### config.mk
export PLATFORM = sky130hd
export DESIGN_NAME = counter_bank
export DESIGN_NICKNAME = d
export VERILOG_FILES = /design/src/rtl/counter_pkg.sv /design/src/rtl/counter_chan.sv /design/src/rtl/counter_bank.sv
export SDC_FILE = /design/constraint.sdc
export NUM_CORES = 1
export LEC_CHECK = 0
export ABC_AREA = 1
export BUFFER_PORTS_ARGS = -buffer_cell sky130_fd_sc_hd__buf_4
export CELL_PAD_IN_SITES_DETAIL_PLACEMENT = 1
export CELL_PAD_IN_SITES_GLOBAL_PLACEMENT = 1
export CORE_ASPECT_RATIO = 1.5
export CORE_MARGIN = 3
export CORE_UTILIZATION = 41
export CTS_CLUSTER_DIAMETER = 200
export DETAILED_ROUTE_END_ITERATION = 7
export GPL_TIMING_DRIVEN = 0
export PLACE_DENSITY_LB_ADDON = 0.1
export SLEW_MARGIN = 20
export SYNTH_ARGS = -nofsm -noshare
export SYNTH_HDL_FRONTEND = slang
export SYNTH_SLANG_ARGS = --single-unit
export TNS_END_PERCENT = 50
### constraint.sdc
create_clock -name clk -period 2.7 [get_ports clk]
set_input_delay 0.27 -clock clk [delete_from_list [all_inputs] [get_ports clk]]
set_output_delay 0.27 -clock clk [all_outputs]
set_load 0.01 [all_outputs]
### src/rtl/counter_pkg.sv
// Shared constants for the counter bank: per-channel counting mode encodings.
package counter_pkg;

    typedef enum logic [1:0] {
        MODE_WRAP = 2'd0,
        MODE_SAT  = 2'd1,
        MODE_FREE = 2'd2,
        MODE_RSVD = 2'd3
    } mode_e;

    localparam int MODE_W = 2;

endpackage

### src/rtl/counter_chan.sv
// One counter channel: clear/load/inc/dec with wrap, saturate or free-running
// behaviour, a one-cycle terminal-count pulse and a sticky overflow flag.
module counter_chan
    import counter_pkg::*;
#(
    parameter int WIDTH = 8
) (
    input  logic              clk,
    input  logic              rst_n,
    input  logic              clr_i,
    input  logic              load_i,
    input  logic [WIDTH-1:0]  load_val_i,
    input  logic              inc_i,
    input  logic              dec_i,
    input  logic [WIDTH-1:0]  max_val_i,
    input  logic [MODE_W-1:0] mode_i,
    input  logic              ovf_clr_i,
    output logic [WIDTH-1:0]  cnt_o,
    output logic              eq_o,
    output logic              tc_o,
    output logic              ovf_o
);

    localparam logic [WIDTH-1:0] ZERO     = '0;
    localparam logic [WIDTH-1:0] ONE      = WIDTH'(1);
    localparam logic [WIDTH-1:0] ALL_ONES = '1;

    logic [WIDTH-1:0] cnt_q, cnt_d;
    logic             tc_q, tc_d;
    logic             ovf_q, ovf_d;

    mode_e            mode;
    logic [WIDTH-1:0] limit;
    logic             at_top;
    logic             at_zero;
    logic             wrap_evt;

    always_comb begin
        mode     = mode_e'(mode_i);
        // FREE counts through the full range regardless of max_val
        limit    = (mode == MODE_FREE) ? ALL_ONES : max_val_i;
        at_top   = (cnt_q >= limit);
        at_zero  = (cnt_q == ZERO);

        cnt_d    = cnt_q;
        tc_d     = 1'b0;
        wrap_evt = 1'b0;

        if (clr_i) begin
            cnt_d = ZERO;
        end else if (load_i) begin
            cnt_d = load_val_i;
        end else if (inc_i && !dec_i) begin
            if (!at_top) begin
                cnt_d = cnt_q + ONE;
            end else if (mode == MODE_SAT) begin
                tc_d = 1'b1;
            end else begin
                cnt_d    = ZERO;
                tc_d     = 1'b1;
                wrap_evt = 1'b1;
            end
        end else if (dec_i && !inc_i) begin
            if (!at_zero) begin
                cnt_d = cnt_q - ONE;
            end else if (mode == MODE_SAT) begin
                tc_d = 1'b1;
            end else begin
                cnt_d    = limit;
                tc_d     = 1'b1;
                wrap_evt = 1'b1;
            end
        end

        // a wrap in the same cycle as ovf_clr wins; clr always wins
        if (clr_i) begin
            ovf_d = 1'b0;
        end else if (wrap_evt) begin
            ovf_d = 1'b1;
        end else if (ovf_clr_i) begin
            ovf_d = 1'b0;
        end else begin
            ovf_d = ovf_q;
        end
    end

    always_ff @(posedge clk or negedge rst_n) begin
        if (!rst_n) begin
            cnt_q <= ZERO;
            tc_q  <= 1'b0;
            ovf_q <= 1'b0;
        end else begin
            cnt_q <= cnt_d;
            tc_q  <= tc_d;
            ovf_q <= ovf_d;
        end
    end

    assign cnt_o = cnt_q;
    assign eq_o  = (cnt_q == max_val_i);
    assign tc_o  = tc_q;
    assign ovf_o = ovf_q;

endmodule

### src/rtl/counter_bank.sv
// Bank of NCH independent counter channels; this level only slices the packed
// buses into per-channel fields.
module counter_bank
    import counter_pkg::*;
#(
    parameter int WIDTH = 8,
    parameter int NCH   = 4
) (
    input  logic                 clk,
    input  logic                 rst_n,
    input  logic [NCH-1:0]       clr,
    input  logic [NCH-1:0]       load,
    input  logic [NCH*WIDTH-1:0] load_val,
    input  logic [NCH-1:0]       inc,
    input  logic [NCH-1:0]       dec,
    input  logic [NCH*WIDTH-1:0] max_val,
    input  logic [NCH*2-1:0]     mode,
    input  logic [NCH-1:0]       ovf_clr,
    output logic [NCH*WIDTH-1:0] cnt,
    output logic [NCH-1:0]       eq,
    output logic [NCH-1:0]       tc,
    output logic [NCH-1:0]       ovf
);

    for (genvar g = 0; g < NCH; g++) begin : g_chan
        counter_chan #(
            .WIDTH (WIDTH)
        ) u_chan (
            .clk        (clk),
            .rst_n      (rst_n),
            .clr_i      (clr[g]),
            .load_i     (load[g]),
            .load_val_i (load_val[g*WIDTH +: WIDTH]),
            .inc_i      (inc[g]),
            .dec_i      (dec[g]),
            .max_val_i  (max_val[g*WIDTH +: WIDTH]),
            .mode_i     (mode[g*MODE_W +: MODE_W]),
            .ovf_clr_i  (ovf_clr[g]),
            .cnt_o      (cnt[g*WIDTH +: WIDTH]),
            .eq_o       (eq[g]),
            .tc_o       (tc[g]),
            .ovf_o      (ovf[g])
        );
    end

endmodule

* Yosys cells after proc, flatten, opt, wreduce, memory -nomap -nowiden *
Index checks and enable logic that the tools add are counted.

storage, ports and cells
  register bits after elaboration = 40
  input bits = 94
  output and inout bits = 44
  logic and storage cells = 176

operators by class
  add/subtract/negate cells = 8
  magnitude comparators = 4
  equality and inequality tests = 20
  mux-type cells = 100
  reduce and logical (&&, ||, !) cells = 32

operators by type and width
  operator             count
  $mux 8               36
  $mux 1               64
  $ne 5x5->1 const B   8
  $add 8x1->8 const B  4
  $eq 8x8->1           4
  $ge 8x8->1           4
  $logic_not 8->1      4
  $sub 8x1->8 const B  4
  $reduce_bool 4->1    4
  $reduce_and 3->1     4
  $reduce_bool 3->1    4
  $eq 2x1->1 const B   4
  $eq 2x2->1 const B   4
  $logic_and 1x1->1    8
  $logic_not 1->1      8

* Logic depth before layout (Yosys ltp) *
Gate-level depths: netlist of the first run.

  depth after elaboration = 9
  mapped depth = 17
  depth with buffers taken out = 17

* Modules after synthesis *
From an unflattened synthesis of the first run, not the netlist that was laid out.

second synthesis, totals
  cell total of the unflattened synthesis = 1035
  area, all modules = 6244.7 um^2

modules (own cells, without submodules)
  module                               instances  cells an instance  area each (um^2)  sequential area each (um^2)
  counter_chan (g_chan[0].u_chan ...)  3          258                1554.0            250.2
  counter_chan (g_chan[3].u_chan)      1          261                1582.8            250.2

* Least setup slack after synthesis of the first run *
No wires, ideal clock.

  kind = input port to flip-flop
  start = input port mode[7]
  end = register g_chan[3].u_chan.cnt_q[0]
  setup time = 0.065 ns
  arrival = 1.903 ns
  required time = 2.635 ns
  setup slack = 0.732 ns
  cell stages on the path = 13
  buffers on the path = 0
  cell sequence = inv_1 -> nor2_1 -> or2_2 -> inv_1 -> ha_1 -> a21o_1 -> nor2_1 -> nand2_1 -> nand2_1 -> nand3_2 -> inv_2 -> nand3_1 -> nand2_1

on the way
  longest elaborated chain between the ends = 8
  elaborated cells between the ends (all ways) = 14
  classes of those cells = 1 x order compare; 4 x eq/ne; 8 x mux; 1 x reduce/logical

RTL lines
  what                                                                line                source
  start, declared                                                     counter_bank.sv:17  input logic [NCH*2-1:0] mode,
  parallel branches: the longest is 8 deep, another holds $ge 8x8->1  -
  end signal, assigned                                                counter_chan.sv:93  cnt_q <= cnt_d;
  end, declared                                                       counter_chan.sv:28  logic [WIDTH-1:0] cnt_q, cnt_d;

Parallel ways; which one is timed is not known. The select of a mux whose other input is x is not followed.
A chain may end at the register's enable or synchronous reset.

* Final worst setup path of the first run *
  start = input port mode[4]
  end = register g_chan[2].u_chan.cnt_q[2]

on the way
  longest elaborated chain between the ends = 8
  elaborated cells between the ends (all ways) = 14
  classes of those cells = 1 x order compare; 4 x eq/ne; 8 x mux; 1 x reduce/logical

RTL lines
  what                                                                line
  parallel branches: the longest is 8 deep, another holds $ge 8x8->1  -
  end signal, assigned                                                counter_chan.sv:93
  end, declared                                                       counter_chan.sv:28

Parallel ways; which one is timed is not known. The select of a mux whose other input is x is not followed.

==> results.toml, run 1 <==
[global_routing]
grt_use_total_pct = 25.95
grt_overflow = 0
grt_max_degree = 41
antenna_found_initial = 0
grt_pass1_wl_mm = 35.03
grt_pass1_vias = 7420

[die]
coreArea_um2 = 14590
die_x_um = 105.8
start_util_pct = 41.94
rows = 54
die-area_um2 = 16460
num_io_pins = 138
fp.dieH_um = 155.6

[setup_path]
worstPathCellList = "buf_4, nor2_1, inv_1, nand2_1, inv_1, ha_1, a21oi_1, nor2_1, nor2_1, nand2_1, nand2_1, nand3_4, inv_2, nand3_1, nand2_1"
cp-startpoint = "mode[4]"
reg2reg_slack_ns = 0.42
cpMostUsedCell = "nand2_1"
worst_r2r_path_depth = 13
rr_startpoint = "g_chan[2].u_chan.cnt_o[0]$_DFFE_PN0P_"
r2r-end = "g_chan[2].u_chan.cnt_o[2]$_DFFE_PN0P_"
cp.arrival_ns = 2.69
startpoint_type = "input port"
crit_slowest_cell = "nor2_1"
endpoint_kind = "flop"
path_class = "in2reg"
critPathMaxFanout = 10
cp.required_ns = 2.93
cpPeakStageDelay_ns = 0.41

[run_status]
outcome = "finished, final reports clean"

[timing]
hold_viol = 0
worst_clock_skew_ns = 0.005492
worst_pin_slew_ns = 0.6875
maxClockFrequency_mhz = 406.5
period_share_pct = 91.11
grt_setup_unrepaired = "no"
fin_hold_ws_ns = 0.1408
setup_viol = 0
post-route-min-period_ns = 2.460
max_slew_margin_pct = 54.00
slew_viol_final = 0

[synthesis]
seq_area_frac_synth_pct = 16.35
netlist_area_um2 = 6121
netlist_instances = 1044
synth_commonest_cells = "nand2_1 (356), nor2_1 (148), inv_1 (118), nand3_1 (97), ha_1 (52)"
synth-seq-cells = 40
async_flop_share_pct = 100.0
yosysWarnings = 0
synth.distinct_cells = 33
yosysTopAreaCell = "nand2_1"
synth.most_common_cell = "nand2_1"
synth_edf_count = 0
syn_area_per_cell_um2 = 5.863
syn-num-nets = 1190
ys_top_cells_by_area = "nand2_1 (22%), dfrtp_1 (16%), ha_1 (11%)"
yosys.area.top_type_share_pct = 21.83
synth_top_flop_cell = "dfrtp_1"

[cells_and_area]
synthToLayoutAreaGrowth_pct = 23.00
n_antenna_cell = 0
fin_nets = 1332
fin_cells = 1383
drive_above_1_share_pct = 20.30

[drt]
first_pass_iters = 5
wl_mm = 21.23
ant_nets = 0
drcViolationCount = 0
routed_via_density = 5.121
wire_per_inst_um = 15.35
num_vias = 7083
drtIter0Drc = 192

[clocking]
clock_latency_ns = 0.30
cts_max_path_buffers = 2
cts_buffers = 5
clock_sinks = 40
post_cts_buffers = 0
clk_pin_slew_ns = 0.07
cts-root-buf = "clkbuf_16"
cts_tree = "yes"
cts_max_level = 2

[placement]
gp_congestion = 0.8286
place_inst = 1374
place_hpwl_mm = 17.28
io_buffers = 134

[power]
peakVddDrop_mv = 0.2448
p_leak_nw = 4.365
power.density_nw_per_um2 = 429.2

[job]
maxCapViolations = 0

[hold_path]
hold_depth = 2
hp-class = "in2reg"
worst_hold_path.endpoint = "g_chan[1].u_chan.ovf_o$_DFFE_PN0P_"
min_from = "ovf_clr[1]"
layout make-up:
cell class                 instances  area (um^2)
fill                            2102         7066
multi-input combinational        834         4354
timing repair buffer             135         1016
sequential                        40         1001
inverter                         128        480.5
buffer                            42        285.3
tap                              196        245.2
clock buffer                       8        146.4
worst max-delay path by stage:
stage	end	slack [ns]	depth (start not counted)
global placement	g_chan[3].u_chan.cnt_o[2]$_DFFE_PN0P_	-0.07	13
detailed placement	g_chan[3].u_chan.cnt_o[1]$_DFFE_PN0P_	-0.12	13
CTS	g_chan[3].u_chan.cnt_o[6]$_DFFE_PN0P_	0.19	13
global route	g_chan[1].u_chan.cnt_o[7]$_DFFE_PN0P_	0.01	16
finish	g_chan[2].u_chan.cnt_o[2]$_DFFE_PN0P_	0.24	15
floorplan	g_chan[3].u_chan.cnt_o[0]$_DFFE_PN0P_	0.73	13
per-layer routing:
layer  GRT usage (%)  vias up  wire (um)
li1                -     3536          -
met1           27.58     3347       8350
met2           51.00      151      11450
met3           3.313       49        715
met4           10.31        0        721
met5               0        -          0
cells by family after synthesis:
family	synth area share, %
adder cells (fa/ha/maj)	10.63
XOR/XNOR	5.008
buffers and inverters	12.51
AND/OR/NAND/NOR	50.37
flip-flops	16.35
AO/OA/AOI/OAI	5.131
metrics by stage:
step | total power, mW | area, um^2 | util (%) | setup TNS, ns | setup slack [ns]
6_report | 3.231 | 7528 | 51.59 | 0 | 0.2400
5_1_grt | 3.508 | 7528 | 51.59 | 0 | 0.01268
4_1_cts | 3.259 | 7528 | 51.59 | 0 | 0.1946
3_5_place_dp | 2.577 | 7372 | 50.51 | -0.8692 | -0.1178
3_3_place_gp | 2.518 | 7372 | 50.51 | -0.3480 | -0.06614
2_1_floorplan | 1.974 | 6121 | - | 0 | 0.7324
flip-flops by register name (all words and copies together) (netlist names):
signal,count
g_chan.u_chan.ovf_o,4
g_chan.u_chan.tc_o,4
g_chan.u_chan.cnt_o,32
cells in the final DEF, fill, tap and decap left out, types with 12 or more instances in the layout:
cell     instances
nand3_1         97
nand2_1        356
xnor2_1         14
a21oi_1         22
buf_2           12
o21ai_0         23
xor2_1          21
nor2_1         148
dfrtp_1         40
buf_4          150
ha_1            52
nand4_1         20
or2_2           16
inv_1          118
repair_timing:
| action | 4_1_cts | 5_1_grt |
|---|---|---|
| endpoints found under the hold margin | 5 | 0 |
| gates resized for setup | 0 | 0 |
| hold buffers | 1 | 0 |
power breakdown:
group,internal [mW],total [mW],leakage [nW],switching (mW)
clock,0.371,0.666,0.0712,0.295
sequential,0.664,0.778,0.522,0.114
combinational,0.708,1.79,3.77,1.08
total,1.74,3.23,4.37,1.49
critical path: cells and delay by family:
family | cells | cell delay, ns
simple gates | 9 | 1.41
compound gates | 1 | 0.18
buf+inv | 4 | 0.54
fa+ha+maj | 1 | 0.29
No activity file was read; power rests on OpenSTA's default activity.
==> run 2: changes to the inputs <==
--- a/config.mk
+++ b/config.mk
@@ -15,7 +15,7 @@
 export CTS_CLUSTER_DIAMETER = 200
 export DETAILED_ROUTE_END_ITERATION = 7
 export GPL_TIMING_DRIVEN = 0
-export PLACE_DENSITY_LB_ADDON = 0.1
+export PLACE_DENSITY = 0.94
 export SLEW_MARGIN = 20
 export SYNTH_ARGS = -nofsm -noshare
 export SYNTH_HDL_FRONTEND = slang
==> run 2 against run 1 <==
  * The flow now finishes with violations (negative hold slack)
  * Global-route usage increased by 0.29 points
  * Clock power decreased by 8.7%
  * Sequential power increased by 1%
  * Wire length increased by 2.4%
  * Clock skew decreased by 0.0036 ns
  * Via count increased by 1.2%
  * Final area decreased by 0.17%
  * Clock-buffer cell count decreased by 1
  * Critical endpoint is now g_chan[3].u_chan.cnt_o[5]$_DFFE_PN0P_
==> results.toml, run 2 (synthesized netlist as in run 1, its figures left out) <==
[run_status]
outcome = "complete, but fails checks"
violations = "negative hold slack"

[job]
maxCapViolations = 0

[drt]
wl_mm = 21.74
num_vias = 7168
first_pass_iters = 4
routed_via_density = 5.187
wire_per_inst_um = 15.73
drtIter0Drc = 194
drcViolationCount = 0
ant_nets = 0

[global_routing]
grtUsageMet1_pct = 26.94
grt_max_degree = 41
top_usage_layer = "met2"
met3_usage_pct = 2.981
grt_pass1_vias = 7677
grt_pass1_wl_mm = 35.33
antenna_found_initial = 0
grt_overflow = 0
grt_use_total_pct = 26.25
use_met2_pct = 53.47

[cells_and_area]
fin_cells = 1382
fin_nets = 1331
fin_util_pct = 51.50
largest_reg_flops = 32
drive_above_1_share_pct = 20.40
final_common_cell = "nand2_1"
n_antenna_cell = 0
final_cell_area_um2 = 7516
final_cell_mix = "nand2_1 (356), buf_4 (150), nor2_1 (147)"
synthToLayoutAreaGrowth_pct = 22.79

[timing]
max_slew_margin_pct = 58.58
period_share_pct = 89.85
setup_slack_ns = 0.2740
hold_viol = 14
worst_pin_slew_ns = 0.6213
worst_clock_skew_ns = 0.001884
setup_viol = 0
post-route-min-period_ns = 2.426
maxClockFrequency_mhz = 412.2
grt_setup_unrepaired = "no"
slew_viol_final = 0
fin_hold_ws_ns = -0.04077

[power]
power.density_nw_per_um2 = 425.5
power_mw = 3.198
p_leak_nw = 4.358
peakVddDrop_mv = 0.2483

[placement]
pre_cts_ws_ns = -0.06990
place_hpwl_mm = 18.00
io_buffers = 134
place_inst = 1374
post_dp_cell_area_um2 = 7372
gp_congestion = 0.8975

[setup_path]
startpoint_type = "input port"
worstPathCellList = "buf_4, nor2_1, or2_2, inv_1, ha_1, a21o_1, nor2_1, nand2_1, nand2_1, nand3_2, inv_2, nand3_1, nand2_1"
path_class = "in2reg"
cpPeakStageDelay_ns = 0.48
cpMostUsedCell = "nand2_1"
crit_slowest_cell = "nor2_1"
worst_r2r_path_depth = 13
cp.required_ns = 2.92
critPathMaxFanout = 10
cp.arrival_ns = 2.64
endpoint_kind = "flop"

[die]
num_io_pins = 138
coreArea_um2 = 14590
die-area_um2 = 16460
rows = 54
start_util_pct = 41.94
die_x_um = 105.8
fp.dieH_um = 155.6

[clocking]
cts_buffers = 5
postCtsHoldBufs = 0
clk_pin_slew_ns = 0.06
cts-root-buf = "clkbuf_16"
clock_latency_ns = 0.29
clock_sinks = 40
cts_max_path_buffers = 2
cts_tree = "yes"
cts_max_level = 2

[hold_path]
hp-class = "in2async"
run 2: cell count changes in the layout (fill, tap and decap cells not counted), sizes merged:
cell / change
clkbuf: -1
clkinv: +1
dlygate4sd3: -1
run 2: path summary, 6_finish.rpt:
check	end	slack (ns)	startpoint
setup / recovery	g_chan[3].u_chan.cnt_o[5]$_DFFE_PN0P_	0.27	mode[6]
hold / removal	g_chan[0].u_chan.cnt_o[2]$_DFFE_PN0P_	-0.04	rst_n
setup reg to reg	g_chan[3].u_chan.cnt_o[5]$_DFFE_PN0P_	0.35	g_chan[3].u_chan.cnt_o[0]$_DFFE_PN0P_
hold reg to reg	g_chan[3].u_chan.ovf_o$_DFFE_PN0P_	0.51	g_chan[3].u_chan.ovf_o$_DFFE_PN0P_
max in group asynchronous	g_chan[1].u_chan.cnt_o[3]$_DFFE_PN0P_	2.27	rst_n
min in group clk	g_chan[1].u_chan.ovf_o$_DFFE_PN0P_	0.15	ovf_clr[1]
run 2: worst max-delay path: cells and delay by family:
kind                     cells  cell delay [ns]
buffers and inverters        3             0.35
AND/OR/NAND/NOR              8             1.56
adder cells (fa/ha/maj)      1             0.28
AO/OA/AOI/OAI                1             0.18
run 2: metal layers:
layer | vias to the layer above | share of wire (%) | wire, um
met4 | 0 | 2.7 | 580
met5 | - | 0 | 0
met3 | 36 | 4.0 | 861
li1 | 3540 | - | -
met2 | 157 | 55 | 12010
met1 | 3435 | 38 | 8279
run 2: layout make-up:
| cell class | count | area [um^2] |
|---|---|---|
| timing repair buffer | 134 | 1006 |
| buffer | 42 | 285.3 |
| tap | 196 | 245.2 |
| clock inverter | 1 | 8.758 |
| clock buffer | 7 | 132.6 |
| multi-input combinational | 834 | 4357 |
| sequential | 40 | 1001 |
| inverter | 128 | 480.5 |
| fill | 2095 | 7078 |
run 2: through the flow:
stage / TNS [ns] / hold slack (ns)
after floorplan: 0 / -0.02559
after global placement: -0.03569 / 0.3144
after detailed placement: -0.1256 / 0.3181
after CTS: 0 / 0.008372
after global routing: 0 / 0.02280
final: 0 / -0.04077
run 2: timing repair:
item	4_1_cts	5_1_grt
setup buffers	0	0
gates resized for setup	0	1
setup endpoints to repair	0	1
run 2: report_power, final:
| group | switching [mW] | total (mW) | leakage, nW | internal, mW |
|---|---|---|---|---|
| registers | 0.122 | 0.787 | 0.522 | 0.664 |
| clock network | 0.262 | 0.608 | 0.0681 | 0.346 |
| logic | 1.09 | 1.80 | 3.77 | 0.709 |
| total | 1.48 | 3.20 | 4.36 | 1.72 |
